## config.mk

```make
export PLATFORM = sky130hd
export DESIGN_NAME = rca_seq_ctrl
export DESIGN_NICKNAME = d
export VERILOG_FILES = /design/src/rtl/rca_ctrl_pkg.sv /design/src/rtl/add_slice2.sv /design/src/rtl/full_add.sv /design/src/rtl/rca_seq_ctrl.sv
export SDC_FILE = /design/constraint.sdc
export NUM_CORES = 1
export LEC_CHECK = 0
export ABC_CLOCK_PERIOD_IN_PS = 2450
export CAP_MARGIN = 20
export CORE_UTILIZATION = 55
export DETAILED_ROUTE_END_ITERATION = 16
export DONT_BUFFER_PORTS = 1
export GPL_TIMING_DRIVEN = 0
export PLACE_DENSITY = 0.73
export SYNTH_ARGS = -nofsm -noshare
export SYNTH_HDL_FRONTEND = slang
export SYNTH_SLANG_ARGS = --single-unit
export TNS_END_PERCENT = 1
```

## constraint.sdc

```tcl
create_clock -name clk -period 2.45 [get_ports clk]
set_clock_uncertainty 0.1 [all_clocks]
set_input_delay 0.735 -clock clk [delete_from_list [all_inputs] [get_ports clk]]
set_output_delay 0.735 -clock clk [all_outputs]
set_load 0.05 [all_outputs]
```

## src/rtl/rca_ctrl_pkg.sv

```systemverilog
// Shared types and constants for the sequential ripple-carry adder controller.
package rca_ctrl_pkg;
   typedef enum logic [1:0] {IDLE = 2'd0, RUN = 2'd1, DONE = 2'd2} state_t;
   localparam int SLICE_W = 2;
endpackage

```

## src/rtl/add_slice2.sv

```systemverilog
// Combinational 2-bit ripple-carry slice built from two full-adder cells.
module add_slice2
   import rca_ctrl_pkg::*;
(
   input  logic [SLICE_W-1:0] a,
   input  logic [SLICE_W-1:0] b,
   input  logic               cin,
   output logic [SLICE_W-1:0] s,
   output logic               cout
);
   logic c0;

   full_add u_fa0 (.a(a[0]), .b(b[0]), .cin(cin), .s(s[0]), .cout(c0));
   full_add u_fa1 (.a(a[1]), .b(b[1]), .cin(c0),  .s(s[1]), .cout(cout));
endmodule

```

## src/rtl/full_add.sv

```systemverilog
// One-bit full adder cell.
module full_add (
   input  logic a,
   input  logic b,
   input  logic cin,
   output logic s,
   output logic cout
);
   assign s    = a ^ b ^ cin;
   assign cout = (a & b) | (cin & (a ^ b));
endmodule

```

## src/rtl/rca_seq_ctrl.sv

```systemverilog
// Multi-cycle adder: one 2-bit slice per cycle, LSB pair first, carry registered
// between cycles, valid/ready handshakes on operands and result.
module rca_seq_ctrl
   import rca_ctrl_pkg::*;
#(
   parameter int WIDTH = 8
) (
   input  logic             clk,
   input  logic             rst,
   input  logic             in_valid,
   output logic             in_ready,
   input  logic [WIDTH-1:0] a,
   input  logic [WIDTH-1:0] b,
   input  logic             cin,
   output logic             out_valid,
   input  logic             out_ready,
   output logic [WIDTH-1:0] sum,
   output logic             cout,
   output logic             busy
);
   localparam int NSL   = WIDTH / SLICE_W;
   localparam int CNT_W = (NSL > 1) ? $clog2(NSL) : 1;
   localparam logic [CNT_W-1:0] LAST = CNT_W'(NSL - 1);

   if (WIDTH < 2 || (WIDTH % 2) != 0) begin : g_bad_width
      $error("rca_seq_ctrl: WIDTH must be even and >= 2");
   end

   state_t             state;
   logic [WIDTH-1:0]   a_q;
   logic [WIDTH-1:0]   b_q;
   logic               carry_q;
   logic [CNT_W-1:0]   cnt;
   logic [SLICE_W-1:0] sa;
   logic [SLICE_W-1:0] sb;
   logic [SLICE_W-1:0] ss;
   logic               sc;

   // The single slice walks the latched operands, selected by the slice counter.
   assign sa = a_q[{cnt, 1'b0} +: SLICE_W];
   assign sb = b_q[{cnt, 1'b0} +: SLICE_W];

   add_slice2 u_slice (.a(sa), .b(sb), .cin(carry_q), .s(ss), .cout(sc));

   always_ff @(posedge clk) begin
      if (rst) begin
         state     <= IDLE;
         sum       <= '0;
         cout      <= 1'b0;
         carry_q   <= 1'b0;
         cnt       <= '0;
         in_ready  <= 1'b1;
         out_valid <= 1'b0;
         busy      <= 1'b0;
      end else begin
         case (state)
            IDLE: begin
               if (in_valid && in_ready) begin
                  a_q      <= a;
                  b_q      <= b;
                  carry_q  <= cin;
                  cnt      <= '0;
                  sum      <= '0;
                  state    <= RUN;
                  in_ready <= 1'b0;
                  busy     <= 1'b1;
               end
            end
            RUN: begin
               sum[{cnt, 1'b0} +: SLICE_W] <= ss;
               carry_q <= sc;
               if (cnt == LAST) begin
                  cnt       <= '0;
                  cout      <= sc;
                  state     <= DONE;
                  out_valid <= 1'b1;
               end else begin
                  cnt <= cnt + CNT_W'(1);
               end
            end
            DONE: begin
               if (out_ready) begin
                  state     <= IDLE;
                  out_valid <= 1'b0;
                  busy      <= 1'b0;
                  in_ready  <= 1'b1;
               end
            end
            default: begin
               state     <= IDLE;
               in_ready  <= 1'b1;
               out_valid <= 1'b0;
               busy      <= 1'b0;
            end
         endcase
      end
   end
endmodule

```

# Word level (Yosys, flattened, before mapping)
# Index checks and enable logic that the tools add are counted.
[op_classes]
n_reduce_logical = 9
n_eq_ne = 6
muxes = 20
bitwise_logic = 13
n_addsub = 2
n_shift = 4
[op_table]
columns = ["operator", "count"]
rows = [
  ["case mux 8 bit (2 select lines)", 1],
  ["indexed part select 8 x 4 -> 2 bit", 2],
  ["AND reduction 3 bit", 4],
  ["two-way mux 2 bit", 5],
  ["case mux 1 bit (3 select lines)", 3],
  ["bitwise mux 8 bit", 1],
  ["two-way mux 8 bit", 1],
  ["variable shift 2 x 5 -> 8 bit, first input constant", 1],
  ["indexed part select 2 x 5 -> 8 bit", 1],
  ["two-way mux 1 bit", 6],
  ["!= test 2 bit, second input constant", 3],
  ["case mux 2 bit (3 select lines)", 1],
  ["negator 3 -> 5 bit", 1],
  ["bitwise AND 1 bit", 4],
  ["equality test 2 bit, second input constant", 2],
  ["case mux 2 bit (2 select lines)", 1],
  ["AND reduction 2 bit", 2],
  ["XOR 1 bit", 4],
  ["NOT 1 bit", 3],
  ["adder 2 x 1 -> 2 bit, second input constant", 1],
  ["equality test 2 x 1 -> 1 bit, second input constant", 1],
  ["zero test 2 bit", 1],
  ["OR 1 bit", 2],
  ["case mux 1 bit (2 select lines)", 1],
  ["other kinds (2)", 2],
]
[totals]
in_bits = 21
wordCells = 64
register_bits = 33

# Longest topological paths before layout
[depth]
ltp_word = 8
mapped_depth = 7

# Cells and area by module
# A second synthesis with hierarchy kept.
[unflattened]
cells_unflattened = 110
hier_area_um2 = 1458.9
[by_module_without_submodules]
columns = ["mod", "instances", "seq_area_each_um2", "area_each_um2", "cells_per_inst"]
rows = [
  ["rca_seq_ctrl", 1, 820.8, 1418.9, 108],
  ["full_add", 2, 0.0, 20.0, 1],
]

# Least setup slack after synthesis
# OpenSTA, ideal clock, no wires.
[synth_timing]
path_type = "register to register"
from = "register cnt[0]"
to = "register sum[3]"
n_path_buf = 1
setup_slack_ps = -36
arrival_ps = 2269
synth_period_minus_slack_ps = 2486
required_ps = 2233
stages_incl_launch_ff = 8
cell_sequence = "dfxtp_1 -> buf_2 -> mux4_2 -> fa_1 -> fa_1 -> inv_1 -> nor2_1 -> a22o_1"
[synth_via]
elab_chain_len = 8
elab_cells_between_ends = 14
classes_between = "add/sub (1); shift (4); mux (2); bitwise (7)"
[synth_lines]
columns = ["item", "line_no", "rtl"]
rows = [
  ["start, declared", "rca_seq_ctrl.sv:33", "logic [CNT_W-1:0] cnt;"],
  ["start signal, assigned", "rca_seq_ctrl.sv:78", "cnt <= cnt + CNT_W'(1);"],
  ["indexed part select 8 x 4 -> 2 bit, on equally long branches", "rca_seq_ctrl.sv:40, rca_seq_ctrl.sv:41", ""],
  ["XOR 1 bit", "full_add.sv:9, full_add.sv:10", ""],
  ["bitwise AND 1 bit", "full_add.sv:10", "assign cout = (a & b) | (cin & (a ^ b));"],
  ["OR 1 bit", "full_add.sv:10", ""],
  ["XOR 1 bit", "full_add.sv:9", "assign s = a ^ b ^ cin;"],
  ["indexed part select 2 x 5 -> 8 bit", "rca_seq_ctrl.sv:70", "sum[{cnt, 1'b0} +: SLICE_W] <= ss;"],
  ["bitwise mux 8 bit *", "rca_seq_ctrl.sv:70", ""],
  ["case mux 8 bit (2 select lines) *", "rca_seq_ctrl.sv:56", "case (state)"],
  ["end signal, assigned by index", "rca_seq_ctrl.sv:70", ""],
  ["end, declared", "rca_seq_ctrl.sv:17", "output logic [WIDTH-1:0] sum,"],
]
# Mark *: on every way between the ends. The rest lies on a longest branch, timed or not.
# A chain may end at the register's enable or synchronous reset.

# Final worst setup path
[layout_timing]
from = "register cnt[0]"
to = "register sum[1]"
# The elaborated chain is that of the path after synthesis.

==> impl_results.md <==
* Final net count at between 150 and 200
* Layout area overhead at 12.2%
* Overall power at around 1.1 mW
* CTS Root Cell: clkbuf_4
* Met3 WL at around 170 um
* Worst EP arrival at ~2600 ps
* Relative slew slack at 0.531
* Sequential-to-total area share from yosys stat at 0.568
* Global-route wire length before repair at between 3 and 4 mm
* Max Cap Violations at 0
* Syn Std Cell Area at 0.00145 sq mm
* Number of fill cells at roughly 200
* Die area at between 0.002 and 0.003 sq mm
* Yosys reg bits at 33
* Worst skew pair latency at ~350 ps
* Clock slew at reported path FFs at ~110 ps
* Post-synth cell types at 33
* Top Metal Used: met4
* Synth Instances at between 100 and 150
* Number of global-route vias before repair at 869
* Site Rows at 18
* TritonCTS clock tree: built
* Drt total wl at approximately 2.4 mm
* Crit start category: flip-flop
* Outcome: completed
* Die H at about 53 um
* Pleak at ~0.6 nW
* Met2 wire length at around 1.1 mm
* Yosys top cell area share at 0.332
* # clock sinks at 33
* Setup Crit Path Kind: reg -> reg
* CTS Buffer Depth at 2
* Largest net degree at the start of global routing at 17
* RSZ-0062 raised after global routing: true
* Yosys warning count at 0
* Detailed-route via count at around 930
* Gpl congestion at about 0.86
* Final Hold Fails at 0
* Core box area at around 0.0025 sq mm
* Worst Path Required at roughly 2600 ps
* Top-Level Pins at 33
* GRT Util Overall at 0.190
* Routed vias/inst at between 5 and 6
* Final instance area at 0.00162 sq mm
* Post-CTS Hold Buffers at 0
* Worst Setup End Kind: flip-flop
* Drt first pass iters at 4
* CTS Buf Count at 5
* FMAX at between 0.4 and 0.5 GHz
* Yosys top cell by area: edfxtp_1
* HP Class: in -> reg
* DRT iter0 DRCs at 15
* Worst-Margin Slew at between 700 and 800 ps
* Footprint of the multi-input gates at ~580 sq um
* Avg Cell Area, Syn at about 12 sq um
* Max-slew violations at 0
* Largest fanout on the critical path at 5
* DRT antenna net count at 0
* Final setup vio count at 0
* Post-DP HPWL at between 1.5 and 2 mm
* DR WL/cell at roughly 15 um
* M1 WL at a little over 1 mm
* Syn Nets at about 140
* Register area at 822 sq um
* IO Port Bufs at 0
* Die Width at 53.3 um
* DRC Markers at 0
* Placed inst area at 0.00149 sq mm
* Pwr Density at 682 mW/mm^2
* IR drop worst, VDD at 533 uV
* Initial antenna violation count at 0
* Synth top area cells: edfxtp_1, dfxtp_1, mux4_2
* Period utilisation layout at 0.971
* Layout cell share with drive strength beyond 1 at 0.252
* # H-tree levels at 2
* Antenna Cells at 0
* Remaining global-route overflow at 0
* Initial core utilization at 0.583
* Min Clock Period, post-route at 2380 ps
-- where the power goes --
group	switching [mW]	internal [mW]
registers	0.0340	0.604
clock network	0.192	0.108
logic	0.0881	0.0803
total	0.314	0.792
-- cell usage in the layout, fill, tap and decap left out, drive strengths merged --
cell      instances
a2111oi           1
buf              13
dfxtp            17
nand4bb           1
nand4             2
nor2              9
a21o              2
clkinv            2
a31oi             1
mux4              4
o21bai            1
ha                4
and4              1
clkinvlp          1
nand3             2
and3              1
nor3b             2
a21oi            11
nand2             5
nor4b             2
nand3b            3
fa                2
o21ai             3
o32ai             2
clkbuf            5
inv               8
nor2b             4
edfxtp           16
a22o              4
o21a              1
nand2b            1
-- sequential cells by signal, summed over array words and instances, names as in the netlist, 2 cells and up --
| signal | cells |
|---|---|
| a_q | 8 |
| b_q | 8 |
| cnt | 2 |
| state | 2 |
| sum | 8 |
-- cells in the mapped netlist --
cell type and number:
a21oi_1 11, o32ai_1 2, nand3_1 2, o21bai_1 1
a22o_1 4, a21o_1 2, nor2_1 9, mux4_2 4
nor2b_1 3, nand3b_4 1, dfxtp_1 17, buf_1 1
nand4bb_1 1, edfxtp_1 16, nor4b_1 2, o21a_1 1
buf_2 3, nor3b_1 2, o21ai_0 3, a2111oi_2 1
nand3b_1 2, buf_4 1, and3_1 1, fa_1 2
inv_1 8, nand2_1 5, nand4_1 2, and4_1 1
nand2b_1 1, ha_1 4, nor2b_2 1, a31oi_1 1
buf_6 1
-- worst paths after layout --
| kind | startpoint | end | slack [ps] | cells past startpoint |
|---|---|---|---|---|
| setup / recovery | cnt[0] | sum[1] | 70 | 6 |
| hold / removal | b[3] | b_q[3] | 380 | 0 |
| setup reg to reg | cnt[0] | sum[1] | 70 | 6 |
| hold reg to reg | state[1] | state[1] | 490 | 3 |
-- routing by layer --
metal  vias to the layer above  GRT usage
li1                        452          -
met1                       441      0.212
met2                        34      0.298
met3                         5     0.0920
met4                         0     0.0921
met5                         -          0
-- final cells by class --
cell class	instances	area share
buffer	6	0.0293
clock buffer	5	0.0231
clock inverter	3	0.0108
inverter	8	0.0185
multi-input combinational	69	0.356
sequential	33	0.507
tap	30	0.0231
timing repair buffer	7	0.0324
-- cell families (layout without fill, tap and decap cells) --
kind of cell,count (synthesis),in the layout,synth area share
AO/OA/AOI/OAI,26,26,0.120
adder cells (fa/ha/maj),6,6,0.0623
flip-flops,33,33,0.568
buffers and inverters,14,29,0.0467
AND/OR/NAND/NOR,33,33,0.140
multiplexers,4,4,0.0623
-- worst max-delay path: stages (launching register included) --
cell,delay (ps)
dfxtp_2,360
buf_8,120
mux4_2,510
fa_2,370
fa_1,540
inv_2,70
o32ai_2,240
-- metrics by stage --
| step | utilization | setup TNS (ps) | worst slack, ps | hold WS (ps) | cells |
|---|---|---|---|---|---|
| after floorplan | - | 0 | 19.1 | 448 | 116 |
| after global placement | 0.599 | -2160 | -151 | 468 | 146 |
| after detailed placement | 0.599 | -2690 | -159 | 479 | 146 |
| after CTS | 0.633 | -12.0 | -12.0 | 369 | 156 |
| after global routing | 0.655 | -23.4 | -12.8 | 360 | 161 |
| final | 0.655 | 0 | 70.2 | 379 | 161 |
-- repair_timing --
| action | in CTS | in global routing |
|---|---|---|
| pin swaps | 1 | 5 |
| endpoints found under the setup margin | 20 | 4 |
| gates resized for setup | 6 | 4 |
| buffers inserted | 2 | 5 |
Note: power is estimated with default switching activity, not from simulation.
